==> config.mk <==
export PLATFORM = sky130hd
export DESIGN_NAME = fetch_queue
export DESIGN_NICKNAME = d
export VERILOG_FILES = /design/src/rtl/fetch_queue.sv
export SDC_FILE = /design/constraint.sdc
export NUM_CORES = 1
export LEC_CHECK = 0
export BUFFER_PORTS_ARGS = -buffer_cell sky130_fd_sc_hd__buf_2
export CAP_MARGIN = 20
export CORE_ASPECT_RATIO = 1.1
export CORE_UTILIZATION = 61
export DETAILED_ROUTE_END_ITERATION = 16
export PLACE_DENSITY = 0.84
export SYNTH_ARGS = -nofsm -noshare
export SYNTH_HDL_FRONTEND = slang
export SYNTH_SLANG_ARGS = --single-unit
==> constraint.sdc <==
create_clock -name clk -period 6.3 [get_ports clk]
set_input_delay 1.575 -clock clk [delete_from_list [all_inputs] [get_ports clk]]
set_output_delay 1.575 -clock clk [all_outputs]
set_load 0.1 [all_outputs]
==> src/rtl/fetch_queue.sv <==
// Fetch queue between the fetch and decode stages: a circular buffer of {pc, instr}
// entries with head-of-queue outputs and back-pressure to the PC register.
module fetch_queue #(
    parameter int WIDTH = 32,
    parameter int DEPTH = 4
) (
    input  logic                     clk,
    input  logic                     rst,
    input  logic                     flush,
    input  logic                     push_valid,
    input  logic [WIDTH-1:0]         push_pc,
    input  logic [WIDTH-1:0]         push_instr,
    output logic                     pc_en,
    input  logic                     pop_ready,
    output logic                     pop_valid,
    output logic [WIDTH-1:0]         pop_pc,
    output logic [WIDTH-1:0]         pop_instr,
    output logic [$clog2(DEPTH):0]   count
);

    localparam int PTR_W = $clog2(DEPTH);
    localparam int CNT_W = PTR_W + 1;
    localparam logic [CNT_W-1:0] FULL_COUNT = CNT_W'(DEPTH);

    logic [WIDTH-1:0] mem_pc_q    [DEPTH];
    logic [WIDTH-1:0] mem_instr_q [DEPTH];

    logic [PTR_W-1:0] wr_ptr_q, wr_ptr_d;
    logic [PTR_W-1:0] rd_ptr_q, rd_ptr_d;
    logic [CNT_W-1:0] count_q, count_d;

    logic push_acc;
    logic pop_acc;

    always_comb begin
        push_acc = push_valid && !flush && (count_q < FULL_COUNT);
        pop_acc  = (count_q != '0) && pop_ready && !flush;

        wr_ptr_d = wr_ptr_q;
        rd_ptr_d = rd_ptr_q;
        count_d  = count_q;

        if (flush) begin
            wr_ptr_d = '0;
            rd_ptr_d = '0;
            count_d  = '0;
        end else begin
            // Pointers wrap for free because DEPTH is a power of two.
            if (push_acc) begin
                wr_ptr_d = wr_ptr_q + PTR_W'(1);
            end
            if (pop_acc) begin
                rd_ptr_d = rd_ptr_q + PTR_W'(1);
            end
            if (push_acc && !pop_acc) begin
                count_d = count_q + CNT_W'(1);
            end else if (pop_acc && !push_acc) begin
                count_d = count_q - CNT_W'(1);
            end
        end
    end

    always_ff @(posedge clk) begin
        if (!rst) begin
            wr_ptr_q <= '0;
            rd_ptr_q <= '0;
            count_q  <= '0;
        end else begin
            wr_ptr_q <= wr_ptr_d;
            rd_ptr_q <= rd_ptr_d;
            count_q  <= count_d;
        end
    end

    // Storage is not reset; a write is suppressed while rst is asserted.
    always_ff @(posedge clk) begin
        if (rst && push_acc) begin
            mem_pc_q[wr_ptr_q]    <= push_pc;
            mem_instr_q[wr_ptr_q] <= push_instr;
        end
    end

    always_comb begin
        pc_en     = (count_q < FULL_COUNT);
        pop_valid = (count_q != '0);
        count     = count_q;
        pop_pc    = '0;
        pop_instr = '0;
        if (pop_valid) begin
            pop_pc    = mem_pc_q[rd_ptr_q];
            pop_instr = mem_instr_q[rd_ptr_q];
        end
    end

endmodule

# Word-level counts from Yosys, hierarchy flattened
# Memory sizes are Yosys's and may differ from the RTL's. A register that Yosys moved wholly into a read port is not among the register bits.
# Index checks and enable logic that the tools add are counted.
# classes
n_bitwise	1
n_mux	10
n_reduce_logical	13
addsub	4
order_cmp	1
# op_table
cell	n
2-to-1 mux 32 bit	2
2-to-1 mux 2 bit	4
logical AND 1 bit	7
2-to-1 mux 3 bit	2
adder 2 x 1 -> 2 bit (second input constant)	2
adder 3 x 1 -> 3 bit (second input constant)	1
zero test 1 bit	3
< comparator 3 bit (second input constant)	1
nonzero test 3 bit	1
subtractor 3 x 1 -> 3 bit (second input constant)	1
2-to-1 mux 1 bit	2
nonzero test 2 bit	1
OR reduction 2 bit	1
NOT 1 bit	1
# totals
regBits	7
output_inout_bits	69
wordCells	34
input_bits	69
n_memories	2
ram_bits	256
# mem_list
memory	depth	width	read_ports	rd_ports_with_merged_regs	wr	line	source
mem_instr_q	4	32	1	1	1	26	logic [WIDTH-1:0] mem_instr_q [DEPTH];
mem_pc_q	4	32	1	1	1	25	logic [WIDTH-1:0] mem_pc_q [DEPTH];

# Depth between registers and ports, before layout
# Gate-level depths: netlist (run 1).
# logic_depth
word_depth	7
depth_mapped	8
depth_no_buf	8

# Worst setup path before layout (run 1)
# OpenSTA, ideal clock, no wires.
# synth_timing
path_kind	register to output
from	register count_q[0], in the netlist count[0]
to	output port pop_pc[22]
arrival_time_ns	3.120
path_slack_ns	1.605
path_buffers	1
stages_incl_launch_ff	4
required_time_ns	4.725
cell_sequence	dfxtp_1 > or3_1 > clkbuf_1 > and2_1
# synth_via
elab_chain_len	2
# synth_rtl
element	line	source
from (decl)	30	logic [CNT_W-1:0] count_q, count_d;
from (signal assigned)	71	count_q <= count_d;
nonzero test 3 bit	85	pop_valid = (count_q != '0);
via pop_valid	15	output logic pop_valid,
2-to-1 mux 32 bit	89	if (pop_valid) begin
to (decl)	16	output logic [WIDTH-1:0] pop_pc,
# The timed path passes the listed nets, and every way through them passes these cells.

==> impl_metrics.csv, run 1 <==
group,metric,value,unit
status,outcome,"finished with violations",
status,violations,"DRC",
cts,clock-sinks,265,
die,start_util,62.3,%
critical_path,setup.worst_path.class,"reg -> out",
routing,finalWirelength,17.6,mm
routing,avgViaCountPerCell,5.85,
global_route,first_global_vias,5093,
cts,numCtsBuffers,25,
finish,antennaDiodeCount,0,
global_route,grt_usage,20.8,%
sta,rsz0062_at_grt,"no",
routing,antenna_left,0,
sta,final.period_utilization,72.5,%
finish,multi_input_area,2130,um2
global_route,grt_busiest_layer,"met2",
sta,slew_headroom,34.5,%
die,coreArea,16400,um2
global_route,met2_usage,36.3,%
sta,setup_tns,0,ns
global_route,grt_use_met3,4.16,%
cts,cts_tree,"built",
cts,hold_buffers,0,
critical_path,start_kind,"register",
die,row_count,49,
power_and_ir_drop,pwr_density_cell,330,nW/um2
critical_path,worstRegToRegCells,7,
critical_path,r2r_slack,3.75,ns
cts,post_cts_resized,0,
finish,seqCellArea,7880,um2
place,dp_hpwl,9.75,mm
global_route,use_met1,25.6,%
critical_path,critical_path.max_fanout,49,
cts,clk_pin_slew,0.06,ns
synthesis,syn_avg_cell_area,22.5,um2
place,placedInstanceArea,11000,um2
critical_path,required,4.72,ns
synthesis,yosys_warnings,0,
global_route,grt_max_degree,66,
sta,report.final.slew_viol_count,0,
critical_path,cp-end-kind,"primary output",
global_route,grt_remaining_overflow,0,
routing,wire_per_inst,21.5,um
die,die_width,125,um
cts,cts_setup_buffers,0,
global_route,grt_pass1_wl,26.8,mm
die,ios,138,
power_and_ir_drop,p_leak,4.08,nW
power_and_ir_drop,ir_worst_vdd,0.000242,V
synthesis,syn_nets,528,
synthesis,syn_area,10200,um2
sta,finalSetupViolCount,0,
sta,fmax,0.219,GHz
global_route,antenna_found_initial,2,
sta,hold_viol_final,0,
cts,clock_latency,0.51,ns
sta,skew,0.0179,ns
routing,drcViolationCount,4,
cts,cts.htree.levels,1,
critical_path,worstSetupEndpoint,"pop_pc[20]",
routing,vias,4784,
routing,first_pass_iters,10,
die,die_h,138,um
synthesis,ys_seq_elements,265,
finish,n_fill_cell,958,
die,dieArea,17200,um2
finish,finish.instance_area,11800,um2
sta,min_period,4.57,ns
critical_path,cp_data_arrival_time,2.99,ns
cts,cts_max_path_buffers,3,
routing,initialDrtViolationCount,281,
flow_run,max_cap_viol_count,0,
place,routabilityCongestion,0.709,
critical_path,r2r-end,"count[2]",
synthesis,synth_cell_types,25,
finish,drive_gt1_share,38.9,%
finish,area_growth,16.0,%
synthesis,seq_area_frac_synth,77.1,%
place,place.port_buffers,137,
sta,tightest_slew,0.982,ns
hold_path,hp-class,"reg -> reg",
critical_path,r2r_start,"count[2]",
synthesis,synth_cells,453,
cts,cts_root_buf,"clkbuf_16",
finish,nets,672,
==> state kept, by name, summed over array words and instances (netlist names), named ones only <==
| signal | flops |
|---|---|
| count | 3 |
| mem_pc_q | 128 |
| wr_ptr_q | 2 |
| mem_instr_q | 128 |
| rd_ptr_q | 2 |
==> layout by cell type (no fill, tap or decap), drive strengths merged, types with 2 or more instances in the layout <==
| cell | synthesis | final |
|---|---|---|
| edfxtp | 256 | 256 |
| buf | 13 | 139 |
| and2 | 68 | 68 |
| mux4 | 64 | 64 |
| clkbuf | 9 | 30 |
| dfxtp | 9 | 9 |
| clkinv | 0 | 8 |
| nor2 | 7 | 7 |
| ha | 5 | 5 |
| bufinv | 0 | 5 |
| inv | 4 | 5 |
| xor2 | 4 | 4 |
| nor3b | 2 | 2 |
| mux2i | 2 | 2 |
| or3 | 2 | 2 |
==> kinds of logic (layout without fill, tap and decap cells) <==
family / Yosys count / in the layout / synth area share [%]
buf+inv: 26 / 187 / 2.07
flops: 265 / 265 / 77.1
simple gates: 81 / 81 / 4.82
mux: 66 / 66 / 14.5
compound gates: 4 / 4 / 0.258
xor+xnor: 5 / 5 / 0.429
fa+ha+maj: 6 / 6 / 0.810
==> per-layer routing <==
metal / share of wire, % / vias to the layer above / wire [um]
met1: 38 / 2448 / 6710
li1: - / 2130 / -
met5: 0.13 / - / 22
met3: 5.5 / 47 / 976
met4: 3.3 / 4 / 577
met2: 53 / 155 / 9320
==> through the flow <==
step | utilization, % | setup WS [ns] | std cells | hold slack [ns] | power, mW
2_1_floorplan | - | 1.61 | 453 | 0.485 | 2.32
3_3_place_gp | 67.0 | 2.19 | 773 | 0.498 | 2.40
3_5_place_dp | 67.0 | 2.19 | 773 | 0.520 | 2.41
4_1_cts | 72.2 | 1.63 | 817 | 0.542 | 3.92
5_1_grt | 72.3 | 1.51 | 818 | 0.592 | 4.01
6_report | 72.3 | 1.73 | 818 | 0.565 | 3.90
==> worst min-delay path by stage <==
stage / from / to / slack, ns / cells past startpoint
after floorplan: rd_ptr_q[1] / register / 0.48 / 2
after global placement: rd_ptr_q[1] / register / 0.50 / 2
after detailed placement: rd_ptr_q[0] / register / 0.52 / 2
after CTS: rd_ptr_q[0] / register / 0.54 / 2
after global routing: rd_ptr_q[0] / register / 0.59 / 2
final: rd_ptr_q[0] / register / 0.57 / 2
==> synth_stat cells <==
cell type  number  area [um2]
o21ai_0         1        5.00
or3_1           2        12.5
inv_1           4        15.0
buf_2           6        30.0
mux2i_1         2        20.0
fa_1            1        20.0
buf_6           1        11.3
xnor2_1         1        8.76
nor2_1          7        26.3
buf_12          6         120
nor3b_1         2        15.0
clkbuf_2        1        5.00
nand2b_1        1        6.26
mux4_1          4         105
or2_2           1        6.26
ha_1            5        62.6
o311ai_0        1        8.76
mux4_2         60        1350
dfxtp_1         9         180
and2_1         68         425
edfxtp_1      256        7690
clkbuf_1        8        30.0
xor2_1          4        35.0
a21oi_1         1        5.00
o31ai_1         1        7.51
==> power breakdown <==
group	switching, mW	internal, mW	leakage, nW	total (mW)
Sequential	0.0123	1.95	2.39	1.96
Clock	0.596	0.933	0.406	1.53
Combinational	0.324	0.0851	1.29	0.410
==> worst max-delay path: stages (launching register included) <==
cell and delay [ns]:
dfxtp_4 0.99, buf_4 0.45, mux4_2 0.58, and2_1 0.17, buf_2 0.28
==> area by class of cell <==
| type | instances | share of cell area (%) |
|---|---|---|
| Sequential cell | 265 | 66.6 |
| Multi-Input combinational cell | 162 | 18.0 |
| Timing Repair Buffer | 139 | 6.03 |
| Clock buffer | 30 | 5.45 |
| Tap cell | 204 | 2.16 |
| Clock inverter | 14 | 1.66 |
| Inverter | 4 | 0.127 |
(Power assumes the default switching activity.)
==> run 2, diff against run 1 <==
Settings changed: CORE_UTILIZATION 61 to 57, PLACE_DENSITY 0.84 to 0.79.
Clock period 6.3 ns to 4.41 ns, I/O delays scaled along.
==> run 2 against run 1 <==
The flow now finishes without violations. Non-clock buffer count up 2. Utilization is 3.5 points lower. Worst hold slack got worse by 0.036 ns. Worst setup slack worse by 1.1 ns. Clock power is 38% higher. Global-route usage down 0.71 points. Cell count up 4.4%. Clock-buffer cell count did not move.
==> impl_metrics.csv, run 2 (synthesis gave the netlist of run 1 again) <==
group,metric,value,unit
hold_path,min_to,"rd_ptr_q[0]",
routing,antenna_left,0,
hold_path,min_from,"rd_ptr_q[0]",
cts,numCtsBuffers,25,
sta,min_period,3.74,ns
sta,fmax,0.268,GHz
critical_path,r2r_slack,2.07,ns
critical_path,critical_path.max_fanout,33,
critical_path,r2r-end,"count[2]",
critical_path,worstRegToRegCells,7,
power_and_ir_drop,clock_power_share,38.4,%
finish,utilization,68.7,%
global_route,grt_usage,20.1,%
die,start_util,59.1,%
finish,area_growth,16.4,%
power_and_ir_drop,ir_worst_vdd,0.000343,V
cts,cts_root_buf,"clkbuf_16",
power_and_ir_drop,pwr_density_cell,463,nW/um2
place,dp_hpwl,10.1,mm
critical_path,path_cells,"buf_4 > mux4_1 > and2_1 > buf_2",
power_and_ir_drop,p_leak,4.09,nW
finish,finish.instance_area,11900,um2
status,outcome,"complete, no violations",
routing,initialDrtViolationCount,248,
global_route,grt_max_degree,66,
die,coreArea,17300,um2
cts,cts.htree.levels,1,
critical_path,cp_data_arrival_time,2.64,ns
cts,post_cts_resized,0,
critical_path,max_stage_delay,0.77,ns
cts,cts_tree,"built",
power_and_ir_drop,p_comb_share,10.7,%
global_route,antenna_found_initial,2,
cts,clock_latency,0.50,ns
die,row_count,50,
power_and_ir_drop,switching_share,24.0,%
die,die_width,130,um
sta,finalSetupViolCount,0,
sta,report.final.slew_viol_count,0,
finish,final_cell_mix,"256 x edfxtp_1, 137 x buf_2, 64 x and2_1, 60 x mux4_2, 25 x clkbuf_16",
hold_path,hp-class,"reg -> reg",
finish,seqCellArea,7880,um2
critical_path,cp-end-kind,"primary output",
cts,cts_setup_buffers,0,
routing,wire_per_inst,20.7,um
place,placedInstanceArea,11000,um2
critical_path,required,3.31,ns
critical_path,r2r_start,"count[2]",
finish,final_common_cell,"edfxtp_1",
power_and_ir_drop,power_switching,1.32,mW
global_route,grt_remaining_overflow,0,
finish,multi_input_area,2130,um2
hold_path,hold_depth,2,
routing,vias,4711,
place,place.port_buffers,137,
sta,final.period_utilization,84.8,%
sta,slew_headroom,33.6,%
finish,n_fill_cell,1107,
power_and_ir_drop,seqPwrFrac,50.9,%
cts,clock-sinks,265,
sta,setup_tns,0,ns
routing,finalWirelength,17.7,mm
place,routabilityCongestion,0.703,
die,dieArea,18400,um2
sta,hold_viol_final,0,
sta,rsz0062_at_grt,"no",
sta,skew,0.0119,ns
cts,hold_buffers,0,
flow_run,max_cap_viol_count,0,
place,place_inst,806,
routing,drcViolationCount,0,
finish,nets,674,
global_route,first_global_vias,4991,
critical_path,cpMaxStageDelayCell,"dfxtp_4",
die,ios,138,
critical_path,start_kind,"register",
power_and_ir_drop,internal_power,4.18,mW
sta,tightest_slew,0.996,ns
global_route,grt_pass1_wl,27.3,mm
die,die_h,142,um
cts,cts_max_path_buffers,3,
finish,drive_gt1_share,39.5,%
critical_path,setup.worst_path.class,"reg -> out",
cts,clk_pin_slew,0.06,ns
finish,fin_cells,854,
routing,first_pass_iters,4,
routing,avgViaCountPerCell,5.52,
-- run 2: changes by cell type in the layout (fill, tap and decap cells not counted) --
cell	before	now
inv_8	1	0
buf_4	1	3
clkinvlp_4	0	1
clkinv_1	7	5
diode_2	0	3
clkinv_2	0	4
bufinv_16	5	4
-- run 2: critical path: cells and delay by family (launching register included) --
family                 cells  cell delay (ns)
buffers and inverters      2             0.61
AND/OR/NAND/NOR            1             0.16
multiplexers               1             0.55
flip-flops                 1             0.77
-- run 2: area by class of cell --
cell class / instances / area share (%)
sequential: 265 / 66.3
inverter: 4 / 0.126
clock inverter: 15 / 1.48
clock buffer: 30 / 5.43
timing repair buffer: 141 / 6.13
tap: 234 / 2.47
multi-input combinational: 162 / 18.0
antenna: 3 / 0.0632
-- run 2: through the flow --
| step | power (mW) | hold slack, ns | worst slack [ns] |
|---|---|---|---|
| after global placement | 3.43 | 0.506 | 1.14 |
| after detailed placement | 3.45 | 0.519 | 1.08 |
| after global routing | 5.67 | 0.577 | 0.509 |
| after CTS | 5.54 | 0.541 | 0.613 |
| final | 5.50 | 0.530 | 0.672 |
| after floorplan | 3.32 | 0.485 | 0.188 |
-- run 2: how the worst max path moves through the flow --
stage	slack, ns	cells past startpoint	to
floorplan	0.19	3	pop_pc[22]
global placement	1.14	4	pop_pc[31]
detailed placement	1.08	4	mem_pc_q[0][9]
CTS	0.61	4	pop_pc[31]
global route	0.51	4	pop_pc[31]
finish	0.67	4	pop_pc[31]
-- run 2: routing by layer --
layer  GRT usage, %  wire length, um  vias to the layer above  part of all wire [%]
li1               -                -                     2135                     -
met1           26.1             7140                     2417                    40
met2           34.3             9180                      133                    52
met3           4.40             1080                       26                   6.1
met4           6.06              291                        0                   1.6
met5              0                0                        -                     0
-- run 2: power by group through the flow --
stage	logic, mW	clock network [mW]	registers, mW
2_1_floorplan	0.461	0	2.86
3_3_place_gp	0.580	0	2.85
3_5_place_dp	0.592	0	2.85
4_1_cts	0.593	2.15	2.80
5_1_grt	0.612	2.25	2.80
6_report	0.588	2.11	2.80
